$ cat config.mk
export PLATFORM = sky130hd
export DESIGN_NAME = if_stage
export DESIGN_NICKNAME = d
export VERILOG_FILES = /design/src/rtl/if_stage_pkg.sv /design/src/rtl/if_stage_pc_next.sv /design/src/rtl/if_stage.sv
export SDC_FILE = /design/constraint.sdc
export NUM_CORES = 1
export LEC_CHECK = 0
export ABC_AREA = 1
export BUFFER_PORTS_ARGS = -buffer_cell sky130_fd_sc_hd__buf_2
export CAP_MARGIN = 10
export CORE_MARGIN = 2
export CORE_UTILIZATION = 45
export DETAILED_ROUTE_END_ITERATION = 12
export PLACE_DENSITY = 0.69
export SETUP_SLACK_MARGIN = 0.05
export SYNTH_ARGS = -nofsm -noshare
export SYNTH_HDL_FRONTEND = slang
export SYNTH_SLANG_ARGS = --single-unit
$ cat constraint.sdc
create_clock -name clk -period 6.15 [get_ports clk]
set_input_delay 0.615 -clock clk [delete_from_list [all_inputs] [get_ports clk]]
set_output_delay 0.615 -clock clk [all_outputs]
set_load 0.02 [all_outputs]
$ cat src/rtl/if_stage_pkg.sv
// Shared types and constants for the instruction-fetch stage.
// Next-PC select encodings, NOP word and fetch FSM states.
package if_stage_pkg;

  typedef enum logic [1:0] {
    PCSRC_SEQ = 2'b00,
    PCSRC_BR  = 2'b01,
    PCSRC_JMP = 2'b10,
    PCSRC_FOR = 2'b11
  } pcsrc_e;

  typedef enum logic {
    BOOT = 1'b0,
    RUN  = 1'b1
  } state_e;

  localparam logic [15:0] NOP_INSTR = 16'h0000;

endpackage

$ cat src/rtl/if_stage_pc_next.sv
// Next-PC candidate logic: PC+1 incrementer and 4:1 target select.
// Sequential fetch wraps modulo 2^WIDTH without any flag.
module pc_next_logic
  import if_stage_pkg::*;
#(
  parameter int WIDTH = 16
) (
  input  logic [WIDTH-1:0] pc,
  input  logic [1:0]       pcsrc,
  input  logic [WIDTH-1:0] branch_ta,
  input  logic [WIDTH-1:0] jump_ta,
  input  logic [WIDTH-1:0] for_ta,
  output logic [WIDTH-1:0] pc_plus1,
  output logic [WIDTH-1:0] target
);

  assign pc_plus1 = pc + WIDTH'(1);

  always_comb begin
    target = pc_plus1;
    unique case (pcsrc_e'(pcsrc))
      PCSRC_SEQ: target = pc_plus1;
      PCSRC_BR:  target = branch_ta;
      PCSRC_JMP: target = jump_ta;
      PCSRC_FOR: target = for_ta;
      default:   target = pc_plus1;
    endcase
  end

endmodule

$ cat src/rtl/if_stage.sv
// Instruction-fetch stage: PC register, next-PC select and IF/ID latch.
// Stall holds everything, kill injects a NOP while still redirecting.
module if_stage #(
  parameter int               WIDTH     = 16,
  parameter logic [WIDTH-1:0] RESET_PC  = '0,
  parameter logic [WIDTH-1:0] NOP_INSTR =
    WIDTH'(if_stage_pkg::NOP_INSTR)
) (
  input  logic             clk,
  input  logic             reset,
  input  logic [1:0]       PCSrc,
  input  logic [WIDTH-1:0] Branch_TA,
  input  logic [WIDTH-1:0] Jump_TA,
  input  logic [WIDTH-1:0] For_TA,
  input  logic             stall,
  input  logic             kill,
  input  logic [WIDTH-1:0] imem_data,
  output logic [WIDTH-1:0] imem_addr,
  output logic [WIDTH-1:0] instruction,
  output logic [WIDTH-1:0] PC,
  output logic [WIDTH-1:0] NextPC,
  output logic [WIDTH-1:0] num_fetched
);

  if_stage_pkg::state_e state_q, state_d;

  logic [WIDTH-1:0] pc_q, pc_d;
  logic [WIDTH-1:0] instr_q, instr_d;
  logic [WIDTH-1:0] pc_id_q, pc_id_d;
  logic [WIDTH-1:0] npc_q, npc_d;
  logic [WIDTH-1:0] cnt_q, cnt_d;
  logic [WIDTH-1:0] pc_plus1;
  logic [WIDTH-1:0] target;

  pc_next_logic #(
    .WIDTH(WIDTH)
  ) u_pc_next (
    .pc       (pc_q),
    .pcsrc    (PCSrc),
    .branch_ta(Branch_TA),
    .jump_ta  (Jump_TA),
    .for_ta   (For_TA),
    .pc_plus1 (pc_plus1),
    .target   (target)
  );

  always_ff @(posedge clk or posedge reset) begin
    if (reset) begin
      state_q <= if_stage_pkg::BOOT;
      pc_q    <= RESET_PC;
      instr_q <= NOP_INSTR;
      pc_id_q <= '0;
      npc_q   <= '0;
      cnt_q   <= '0;
    end else begin
      state_q <= state_d;
      pc_q    <= pc_d;
      instr_q <= instr_d;
      pc_id_q <= pc_id_d;
      npc_q   <= npc_d;
      cnt_q   <= cnt_d;
    end
  end

  // Stall outranks kill; the three RUN cases are made disjoint here.
  always_comb begin
    state_d = state_q;
    pc_d    = pc_q;
    instr_d = instr_q;
    pc_id_d = pc_id_q;
    npc_d   = npc_q;
    cnt_d   = cnt_q;
    unique case (state_q)
      if_stage_pkg::BOOT: begin
        state_d = if_stage_pkg::RUN;
      end
      if_stage_pkg::RUN: begin
        unique case (1'b1)
          stall: begin
          end
          (!stall && kill): begin
            instr_d = NOP_INSTR;
            pc_d    = target;
          end
          (!stall && !kill): begin
            instr_d = imem_data;
            pc_id_d = pc_q;
            npc_d   = pc_plus1;
            pc_d    = target;
            if (imem_data != NOP_INSTR)
              cnt_d = cnt_q + WIDTH'(1);
          end
          default: begin
          end
        endcase
      end
      default: begin
        state_d = if_stage_pkg::BOOT;
      end
    endcase
  end

  assign imem_addr   = pc_q;
  assign instruction = instr_q;
  assign PC          = pc_id_q;
  assign NextPC      = npc_q;
  assign num_fetched = cnt_q;

endmodule

==> load_flow_metrics.sql, run 1 <==
INSERT INTO impl_metrics (metric_group, metric, value, unit) VALUES
('status', 'outcome', 'completed', ''),
('placed_design', 'place.gp.congestion', '0.887', ''),
('placed_design', 'port_buffers', '149', ''),
('timing', 'layout_min_cycle_time', '2.29', 'ns'),
('global_route', 'largest_net_degree_at_the_start_of_global_routing', '82', ''),
('clocking', 'cts.reportedPaths.clkPinSlew', '0.08', 'ns'),
('clocking', 'count_of_h_tree_levels_built_during_cts', '3', ''),
('drt', 'vias', '4102', ''),
('timing', 'min_period_over_period', '37.3', '%'),
('global_route', 'grt_antenna_before_repair', '0', ''),
('worst_setup_path', 'critical_path_arrival', '2.49', 'ns'),
('timing', 'timing.hold.ws', '0.483', 'ns'),
('placed_design', 'dp.final_hpwl', '8370', 'µm'),
('synth', 'netlist.area_leader.share', '48.1', '%'),
('drt', 'drtAntennaViolNets', '0', ''),
('synth', 'post_synth_inst_count', '573', ''),
('worst_setup_path', 'end_kind', 'flop', ''),
('pwr', 'power.net_switching', '553', 'µW'),
('timing', 'finalSetupTns', '0', 'ns'),
('worst_setup_path', 'critical_path_peak_fanout', '55', ''),
('global_route', 'grt_busiest_layer', 'met2', ''),
('timing', 'max_slew_margin', '33.9', '%'),
('floorplan', 'placement_rows', '35', ''),
('final_layout', 'final_core_util', '56.9', '%'),
('synth', 'yosys_warnings', '0', ''),
('final_layout', 'layout.cells.most_common_list', '231 x nand2_1, 149 x buf_2, 81 x dfrtp_1, 55 x inv_1, 45 x nor2_1', ''),
('flow_run', 'max_cap_viol_count', '0', ''),
('synth', 'synthTopCellsByArea', 'dfrtp_1 48%, nand2_1 21%, inv_1 5.0%', ''),
('floorplan', 'pin_count', '150', ''),
('final_layout', 'finish.net_count', '788', ''),
('synth', 'avgSynthCellArea', '7.36', 'µm²'),
('floorplan', 'floorplan.die_area', '10200', 'µm²'),
('clocking', 'cts-buffers-inserted', '9', ''),
('drt', 'via_per_instance_ratio', '4.93', ''),
('synth', 'synth_cell_types', '31', ''),
('clocking', 'numClockSinks', '81', ''),
('global_route', 'grt_first_pass_wirelength', '17900', 'µm'),
('floorplan', 'die_h', '101', 'µm'),
('clocking', 'cts_tree', 'built', ''),
('pwr', 'leakage', '2.88', 'nW'),
('timing', 'hold_viol', '0', ''),
('pwr', 'pwr-share-clk', '25.2', '%'),
('floorplan', 'core_ar', '9150', 'µm²'),
('global_route', 'vias_in_the_first_global_route', '3901', ''),
('clocking', 'cts_root_buffer', 'clkbuf_8', ''),
('timing', 'report.final.setup_viol', '0', ''),
('clocking', 'cts_buffer_depth', '2', ''),
('final_layout', 'total_inserted_antenna_cells', '0', ''),
('final_layout', 'drive_gt1_share', '23.7', '%'),
('synth', 'syn_area', '4220', 'µm²'),
('placed_design', 'placed_cell_area', '5020', 'µm²'),
('drt', 'route.detailed.drc', '0', ''),
('final_layout', 'layout-area-overhead-vs-synth', '23.4', '%'),
('clocking', 'cts_hold_buffers', '0', ''),
('global_route', 'grt_use_met1', '29.0', '%'),
('pwr', 'sw_frac_of_total', '36.4', '%'),
('final_layout', 'fin_area', '5210', 'µm²'),
('pwr', 'power.share.combinational', '28.3', '%'),
('floorplan', 'die-width', '101', 'µm'),
('global_route', 'globalRouteTotalUtil', '22.3', '%'),
('global_route', 'globalRouteMet3Util', '3.88', '%'),
('synth', 'synth-seq-area-share', '48.1', '%'),
('hold_path', 'timing.hold.worst.class', 'flop to flop', ''),
('pwr', 'power_report.internal_total', '966', 'µW'),
('pwr', 'power.sequential.fraction', '46.5', '%'),
('timing', 'final.setup_skew', '0.00850', 'ns'),
('timing', 'max_clock_freq', '436', 'MHz'),
('synth', 'synth_top_cell_by_area', 'dfrtp_1', ''),
('timing', 'tightest_slew', '0.992', 'ns'),
('drt', 'post_drt_wl_per_cell', '13.4', 'µm'),
('drt', 'drt-pass1-iter-count', '4', '');
[metal layers]
layer  routed length, µm  share of wire, %
met5                   0                 0
met4                 267               2.4
met3                 704               6.3
met2                5080                46
met1                5060                46
[area by class of cell]
class | count | area (µm²)
fillers | 896 | 3950
flip-flops and latches | 81 | 2030
multi-input cells | 415 | 1880
repair buffers | 150 | 753
inverters | 59 | 223
clock buffers | 13 | 149
well taps | 111 | 139
clock inverters | 3 | 40.0
[power by group through the flow]
stage	logic, mW	registers (mW)	clock network, mW
3_3_place_gp	0.423	0.716	0
3_5_place_dp	0.434	0.716	0
4_1_cts	0.435	0.706	0.396
2_1_floorplan	0.169	0.804	0
6_report	0.430	0.706	0.383
5_1_grt	0.478	0.718	0.414
[cell usage after synthesis]
cell,number
xnor2_1,7
nand3_1,39
o21ai_0,41
inv_2,3
xor2_1,7
inv_1,56
a21oi_1,8
nor2_4,2
a22o_1,2
ha_1,2
clkbuf_1,3
buf_2,11
a31oi_1,6
a22oi_1,1
o22ai_1,1
buf_1,1
buf_4,1
clkbuf_2,1
o21bai_1,1
nor2_1,45
nor2_8,1
conb_1,1
o21a_1,1
nor3_1,2
nand2_1,231
o21ai_1,4
nand2_4,1
buf_6,1
a41oi_1,2
nand4_1,10
dfrtp_1,81
[per-stage QoR]
stage,total power [mW],cells,setup slack [ns]
3_5_place_dp,1.15,816,3.44
2_1_floorplan,0.973,573,3.45
6_report,1.52,832,3.86
4_1_cts,1.54,832,3.82
5_1_grt,1.61,832,3.57
3_3_place_gp,1.14,816,3.56
[path summary, 6_finish.rpt]
check	slack (ns)	cells past startpoint	to	from
max in group asynchronous	4.95	3	NextPC[5]$_DFFE_PP0P_	reset
max	3.86	7	PC[4]$_DFFE_PP0P_	stall
min in group asynchronous	0.56	3	num_fetched[4]$_DFFE_PP0P_	reset
min	0.48	2	instruction[4]$_DFFE_PP0P_	instruction[4]$_DFFE_PP0P_
min reg2reg	0.48	2	instruction[4]$_DFFE_PP0P_	instruction[4]$_DFFE_PP0P_
max reg2reg	3.87	7	PC[4]$_DFFE_PP0P_	state_q$_DFF_PP0_
[state kept, by name, indices dropped and copies added (netlist names)]
| name | count |
|---|---|
| num_fetched | 16 |
| PC | 16 |
| instruction | 16 |
| NextPC | 16 |
| imem_addr | 16 |
| state_q | 1 |
[critical path: stages]
cell and delay, ns:
buf_2 0.11, nor2_4 0.31, inv_2 0.35, nor2_8 0.42
inv_2 0.41, nand2_1 0.15, o21ai_0 0.10
[logic make-up (layout without fill, tap and decap cells)]
kind of cell	after synthesis	after routing	synth area share, %
simple gates	331	331	32.2
flops	81	81	48.1
buf+inv	77	225	7.48
compound gates	67	67	8.69
xor+xnor	14	14	2.91
fa+ha+maj	2	2	0.593
other cells	1	1	0.0889
No activity file was read; power rests on OpenSTA's default activity.
==> run 2: changes to the inputs <==
Clock period 6.15 ns to 2.3 ns, I/O delays scaled along.
==> load_flow_metrics.sql, run 2 (synthesis gave the netlist of run 1 again) <==
INSERT INTO impl_metrics (metric_group, metric, value, unit) VALUES
('worst_setup_path', 'cpMaxStageDelayCell', 'inv_2', ''),
('timing', 'report.final.setup_viol', '0', ''),
('drt', 'via_per_instance_ratio', '4.97', ''),
('timing', 'tightest_slew', '0.790', 'ns'),
('final_layout', 'mostFrequentLayoutCell', 'nand2_1', ''),
('pwr', 'powerDensity', '758', 'nW/µm²'),
('timing', 'number_of_pins_exceeding_their_max_slew_limit_in_the_final_report', '0', ''),
('floorplan', 'core_ar', '9150', 'µm²'),
('worst_setup_path', 'ff2ff_setup_slack', '0.58', 'ns'),
('worst_setup_path', 'crit_family', 'buffers and inverters', ''),
('timing', 'max_clock_freq', '581', 'MHz'),
('hold_path', 'timing.hold.worst.class', 'input pin to async pin', ''),
('timing', 'min_period_over_period', '74.8', '%'),
('global_route', 'grt_antenna_before_repair', '0', ''),
('status', 'violations', 'hold timing', ''),
('worst_setup_path', 'crit_chain', 'inv_1 > nor2_4 > inv_2 > nor2_8 > inv_2 > o21ai_0', ''),
('worst_setup_path', 'critical_path.reg2reg.endpoint', 'instruction[10]$_DFFE_PP0P_', ''),
('final_layout', 'finish.net_count', '792', ''),
('worst_setup_path', 'end_kind', 'flop', ''),
('worst_setup_path', 'critical_path_required', '2.55', 'ns'),
('timing', 'final.setup_skew', '0.00942', 'ns'),
('drt', 'vias', '4147', ''),
('final_layout', 'total_inserted_antenna_cells', '0', ''),
('placed_design', 'dp.final_hpwl', '8460', 'µm'),
('worst_setup_path', 'critical_path_arrival', '1.97', 'ns'),
('drt', 'post_drt_wl_per_cell', '13.4', 'µm'),
('timing', 'max_slew_margin', '47.2', '%'),
('worst_setup_path', 'setup.worst_path.start_class', 'flop', ''),
('placed_design', 'dp.cells', '820', ''),
('floorplan', 'pin_count', '150', ''),
('clocking', 'post_cts_buffers', '0', ''),
('pwr', 'leakage', '2.88', 'nW'),
('final_layout', 'fin_area', '5230', 'µm²'),
('final_layout', 'layoutNonFillerInstCount', '834', ''),
('clocking', 'cts-buffers-inserted', '9', ''),
('status', 'outcome', 'finished, violations left', ''),
('drt', 'drt-pass1-iter-count', '5', ''),
('clocking', 'numClockSinks', '81', ''),
('placed_design', 'port_buffers', '149', ''),
('timing', 'hold_viol', '8', ''),
('final_layout', 'layout.cells.most_common_list', '231 x nand2_1, 149 x buf_2, 81 x dfrtp_1, 55 x inv_1, 45 x nor2_1', ''),
('pwr', 'power.ir.vdd_worst', '0.282', 'mV'),
('final_layout', 'layout-area-overhead-vs-synth', '23.9', '%'),
('floorplan', 'die-width', '101', 'µm'),
('final_layout', 'drive_gt1_share', '23.9', '%'),
('flow_run', 'max_cap_viol_count', '0', ''),
('timing', 'timing.hold.ws', '-0.00696', 'ns'),
('global_route', 'largest_net_degree_at_the_start_of_global_routing', '56', ''),
('worst_setup_path', 'worst-path-buf-inv', '3', ''),
('global_route', 'vias_in_the_first_global_route', '3935', ''),
('worst_setup_path', 'critical_path_peak_fanout', '55', ''),
('floorplan', 'placement_rows', '35', ''),
('worst_setup_path', 'criticalPathCategory', 'flop to flop', ''),
('clocking', 'cts_hold_buffers', '0', ''),
('clocking', 'post_cts.resized_instances', '0', ''),
('drt', 'route.detailed.drc', '0', ''),
('clocking', 'cts_root_buffer', 'clkbuf_8', ''),
('floorplan', 'floorplan.die_area', '10200', 'µm²'),
('clocking', 'clkLatencyLatePin', '0.35', 'ns'),
('clocking', 'cts.reportedPaths.clkPinSlew', '0.08', 'ns'),
('drt', 'drtAntennaViolNets', '0', ''),
('clocking', 'count_of_h_tree_levels_built_during_cts', '3', ''),
('timing', 'setup_repair_after_global_routing_missed_its_margin', 'no', ''),
('clocking', 'cts_buffer_depth', '2', ''),
('placed_design', 'place.gp.congestion', '0.905', ''),
('worst_setup_path', 'rr_startpoint', 'state_q$_DFF_PP0_', ''),
('worst_setup_path', 'worst_path_most_repeated_cell', 'inv_2', ''),
('timing', 'finalSetupTns', '0', 'ns'),
('floorplan', 'floorplan.initialDensity', '46.1', '%'),
('drt', 'drt-total-wl', '11100', 'µm'),
('worst_setup_path', 'reg2reg_depth', '6', ''),
('global_route', 'grt_first_pass_wirelength', '18400', 'µm'),
('drt', 'dr.first_iter.drc_count', '189', ''),
('placed_design', 'placed_cell_area', '5060', 'µm²'),
('worst_setup_path', 'critical-path-max-stage-delay', '0.42', 'ns'),
('timing', 'layout_min_cycle_time', '1.72', 'ns'),
('global_route', 'grt_overflow_total', '0', ''),
('clocking', 'cts_tree', 'built', ''),
('global_route', 'globalRouteTotalUtil', '22.8', '%'),
('floorplan', 'die_h', '101', 'µm');
run 2: changes by cell type in the layout (fill, tap and decap cells not counted), sizes merged:
cell,previous run,this run
clkbuf,13,14
bufinv,1,0
clkinvlp,0,1
clkinv,3,0
buf,150,154
run 2: area by class of cell:
type | count | area (µm²)
Sequential cell | 81 | 2030
Timing Repair Buffer | 154 | 796
Inverter | 59 | 225
Fill cell | 900 | 3930
Multi-Input combinational cell | 415 | 1880
Tap cell | 111 | 139
Clock buffer | 14 | 163
run 2: routing by layer:
metal / vias up / wire, µm / global-route usage [%]
met5: - / 0 / 0
met4: 0 / 184 / 7.90
met3: 15 / 824 / 3.68
met2: 163 / 5230 / 37.1
met1: 1868 / 4910 / 30.9
li1: 2101 / - / -
run 2: where the power goes:
| group | internal, mW | switching (mW) |
|---|---|---|
| logic | 0.404 | 0.763 |
| registers | 1.66 | 0.218 |
| clock network | 0.442 | 0.478 |
run 2: worst max path at each step:
stage	startpoint	endpoint	slack [ns]	cells past startpoint
after floorplan	imem_addr[1]$_DFFE_PP0P_	imem_addr[10]$_DFFE_PP0P_	0.80	8
after global placement	stall	NextPC[9]$_DFFE_PP0P_	0.67	7
after detailed placement	stall	instruction[10]$_DFFE_PP0P_	0.57	6
after CTS	state_q$_DFF_PP0_	instruction[10]$_DFFE_PP0P_	0.56	6
after global routing	state_q$_DFF_PP0_	instruction[10]$_DFFE_PP0P_	0.39	6
final	state_q$_DFF_PP0_	instruction[10]$_DFFE_PP0P_	0.58	6
run 2: per-stage QoR:
stage / utilization [%] / setup WS (ns) / power (mW)
6_report: 57.1 / 0.580 / 3.96
5_1_grt: 57.1 / 0.389 / 4.21
4_1_cts: 57.1 / 0.558 / 3.99
3_5_place_dp: 55.3 / 0.566 / 3.08
3_3_place_gp: 55.3 / 0.666 / 3.05
2_1_floorplan: - / 0.798 / 2.60
==> run 3: changes to the inputs <==
Settings changed: PLACE_DENSITY 0.69 to 0.72.
Clock period 2.3 ns to 1.45 ns, I/O delays scaled along.
==> load_flow_metrics.sql, run 3 (synthesis gave the netlist of run 1 again) <==
INSERT INTO impl_metrics (metric_group, metric, value, unit) VALUES
('clocking', 'clkLatencyLatePin', '0.36', 'ns'),
('worst_setup_path', 'worst_path_most_repeated_cell', 'nand2_1', ''),
('timing', 'layout_min_cycle_time', '1.38', 'ns'),
('placed_design', 'placed_cell_area', '5230', 'µm²'),
('drt', 'drtAntennaViolNets', '0', ''),
('drt', 'route.detailed.drc', '0', ''),
('worst_setup_path', 'critical_path_peak_fanout', '5', ''),
('flow_run', 'max_cap_viol_count', '0', ''),
('floorplan', 'die-width', '101', 'µm'),
('drt', 'met3WireLength', '695', 'µm'),
('final_layout', 'fin_area', '5650', 'µm²'),
('global_route', 'vias_in_the_first_global_route', '4003', ''),
('worst_setup_path', 'end_kind', 'flop', ''),
('worst_setup_path', 'cpMaxStageDelayCell', 'dfrtp_2', ''),
('worst_setup_path', 'crit_chain', 'ha_4 > nand3_4 > nor2_4 > nand4_1 > nand3_1 > nand2_1 > nand2_1', ''),
('final_layout', 'total_inserted_antenna_cells', '0', ''),
('status', 'outcome', 'completed', ''),
('worst_setup_path', 'rr_startpoint', 'imem_addr[0]$_DFFE_PP0P_', ''),
('placed_design', 'place.gp.congestion', '0.883', ''),
('drt', 'met1_length', '5230', 'µm'),
('floorplan', 'floorplan.die_area', '10200', 'µm²'),
('floorplan', 'floorplan.initialDensity', '46.1', '%'),
('clocking', 'count_of_h_tree_levels_built_during_cts', '3', ''),
('clocking', 'cts.reportedPaths.clkPinSlew', '0.09', 'ns'),
('final_layout', 'finish.net_count', '816', ''),
('clocking', 'cts_root_buffer', 'clkbuf_8', ''),
('worst_setup_path', 'crit_family', 'simple AND/OR/NAND/NOR gates', ''),
('worst_setup_path', 'critical_path.reg2reg.endpoint', 'imem_addr[14]$_DFFE_PP0P_', ''),
('drt', 'post_drt_wl_per_cell', '13.7', 'µm'),
('final_layout', 'layout.cells.most_common_list', '229 x nand2_1, 149 x buf_2, 68 x dfrtp_1, 55 x inv_1, 41 x nor2_1', ''),
('worst_setup_path', 'critPathCapture', 'imem_addr[14]$_DFFE_PP0P_', ''),
('final_layout', 'drive_gt1_share', '30.6', '%'),
('clocking', 'cts-buffers-inserted', '9', ''),
('worst_setup_path', 'critical-path-max-stage-delay', '0.44', 'ns'),
('worst_setup_path', 'critical_path_required', '1.74', 'ns'),
('global_route', 'grt_antenna_before_repair', '0', ''),
('worst_setup_path', 'critical_path_arrival', '1.67', 'ns'),
('clocking', 'cts_tree', 'built', ''),
('clocking', 'cts_buffer_depth', '2', ''),
('worst_setup_path', 'criticalPathCategory', 'flop to flop', ''),
('final_layout', 'mostFrequentLayoutCell', 'nand2_1', ''),
('timing', 'worst_slack', '0.0737', 'ns'),
('worst_setup_path', 'worst-path-buf-inv', '0', ''),
('timing', 'hold_viol', '0', ''),
('timing', 'setup_repair_after_global_routing_missed_its_margin', 'yes', ''),
('timing', 'number_of_pins_exceeding_their_max_slew_limit_in_the_final_report', '0', ''),
('global_route', 'globalRouteTotalUtil', '23.6', '%'),
('placed_design', 'port_buffers', '149', ''),
('timing', 'min_period_over_period', '94.9', '%'),
('worst_setup_path', 'reg2reg_depth', '7', ''),
('floorplan', 'die_h', '101', 'µm'),
('hold_path', 'timing.hold.worst.class', 'input pin to flop', ''),
('global_route', 'grt_overflow_total', '0', ''),
('worst_setup_path', 'setup.worst_path.start_class', 'flop', ''),
('timing', 'max_clock_freq', '727', 'MHz'),
('drt', 'topRoutingLayerUsed', 'met4', ''),
('drt', 'vias', '4296', ''),
('worst_setup_path', 'ff2ff_setup_slack', '0.07', 'ns'),
('pwr', 'powerDensity', '1270', 'nW/µm²'),
('floorplan', 'placement_rows', '35', ''),
('drt', 'wl_met2', '5600', 'µm'),
('floorplan', 'pin_count', '150', ''),
('worst_setup_path', 'crit_path_start', 'imem_addr[0]$_DFFE_PP0P_', ''),
('global_route', 'largest_net_degree_at_the_start_of_global_routing', '37', ''),
('placed_design', 'dp.final_hpwl', '8770', 'µm'),
('final_layout', 'layout-area-overhead-vs-synth', '34.1', '%'),
('global_route', 'grt_first_pass_wirelength', '18900', 'µm'),
('pwr', 'leakage', '3.05', 'nW'),
('pwr', 'power.ir.vdd_worst', '0.627', 'mV'),
('clocking', 'numClockSinks', '81', ''),
('drt', 'dr.first_iter.drc_count', '176', ''),
('floorplan', 'core_ar', '9150', 'µm²'),
('worst_setup_path', 'crit_cells', '7', ''),
('timing', 'report.final.setup_viol', '0', ''),
('drt', 'drt-pass1-iter-count', '4', ''),
('drt', 'drt-total-wl', '11800', 'µm'),
('drt', 'via_per_instance_ratio', '5.00', ''),
('placed_design', 'pre_cts_ws', '-0.00958', 'ns'),
('timing', 'final.setup_skew', '0.0138', 'ns'),
('final_layout', 'final.fill_count', '830', '');
-- run 3: cell count changes in the layout (fill, tap and decap cells not counted), moves of 4 or more --
cell	delta
nor2_1	-4
nor2_4	+4
buf_12	+4
dfrtp_2	+13
dfrtp_1	-13
buf_4	+18
-- run 3: cell type report --
cell class / instances / area [µm²] / share of cell area, %
Sequential cell: 81 / 2040 / 36.1
Inverter: 59 / 230 / 4.07
Timing Repair Buffer: 177 / 1020 / 18.1
Clock inverter: 7 / 118 / 2.08
Tap cell: 111 / 139 / 2.46
Clock buffer: 9 / 124 / 2.19
Multi-Input combinational cell: 416 / 1980 / 35.0
-- run 3: metal layers --
layer	vias to the layer above	track usage (%)
met1	1952	30.3
li1	2157	-
met5	-	0
met4	0	9.38
met3	21	3.54
met2	166	40.2
-- run 3: power breakdown --
group	switching [mW]	internal [mW]	total, mW
Clock	0.854	1.15	2.00
Combinational	1.35	0.831	2.18
Sequential	0.334	2.64	2.98
Total	2.54	4.62	7.15
-- run 3: how the worst min path moves through the flow --
stage / start / to / slack (ns) / cells past startpoint
finish: imem_data[13] / instruction[13]$_DFFE_PP0P_ / 0.03 / 2
global route: imem_data[13] / instruction[13]$_DFFE_PP0P_ / 0.02 / 2
CTS: imem_data[13] / instruction[13]$_DFFE_PP0P_ / 0.01 / 2
detailed placement: reset / NextPC[1]$_DFFE_PP0P_ / 0.18 / 2
global placement: reset / instruction[14]$_DFFE_PP0P_ / 0.16 / 2
floorplan: imem_data[12] / instruction[12]$_DFFE_PP0P_ / 0.28 / 1
-- run 3: stage by stage --
stage | utilization (%) | hold slack (ns) | TNS (ns) | cells | power, mW
floorplan | - | 0.278 | 0 | 573 | 4.15
finish | 61.8 | 0.0250 | 0 | 860 | 7.15
global placement | 57.1 | 0.163 | 0 | 832 | 4.95
CTS | 60.2 | 0.0145 | 0 | 853 | 7.02
global route | 61.8 | 0.0225 | -0.152 | 860 | 7.53
detailed placement | 57.1 | 0.176 | -0.00958 | 832 | 4.99
-- run 3: what timing repair did --
item / 4_1_cts / 5_1_grt
setup endpoints to repair: 14 / 32
cloned: 1 / 0
hold endpoints to repair: 15 / 0
pin swaps: 1 / 3
hold buffers: 1 / 0
buffers inserted: 3 / 7
gates resized for setup: 4 / 30
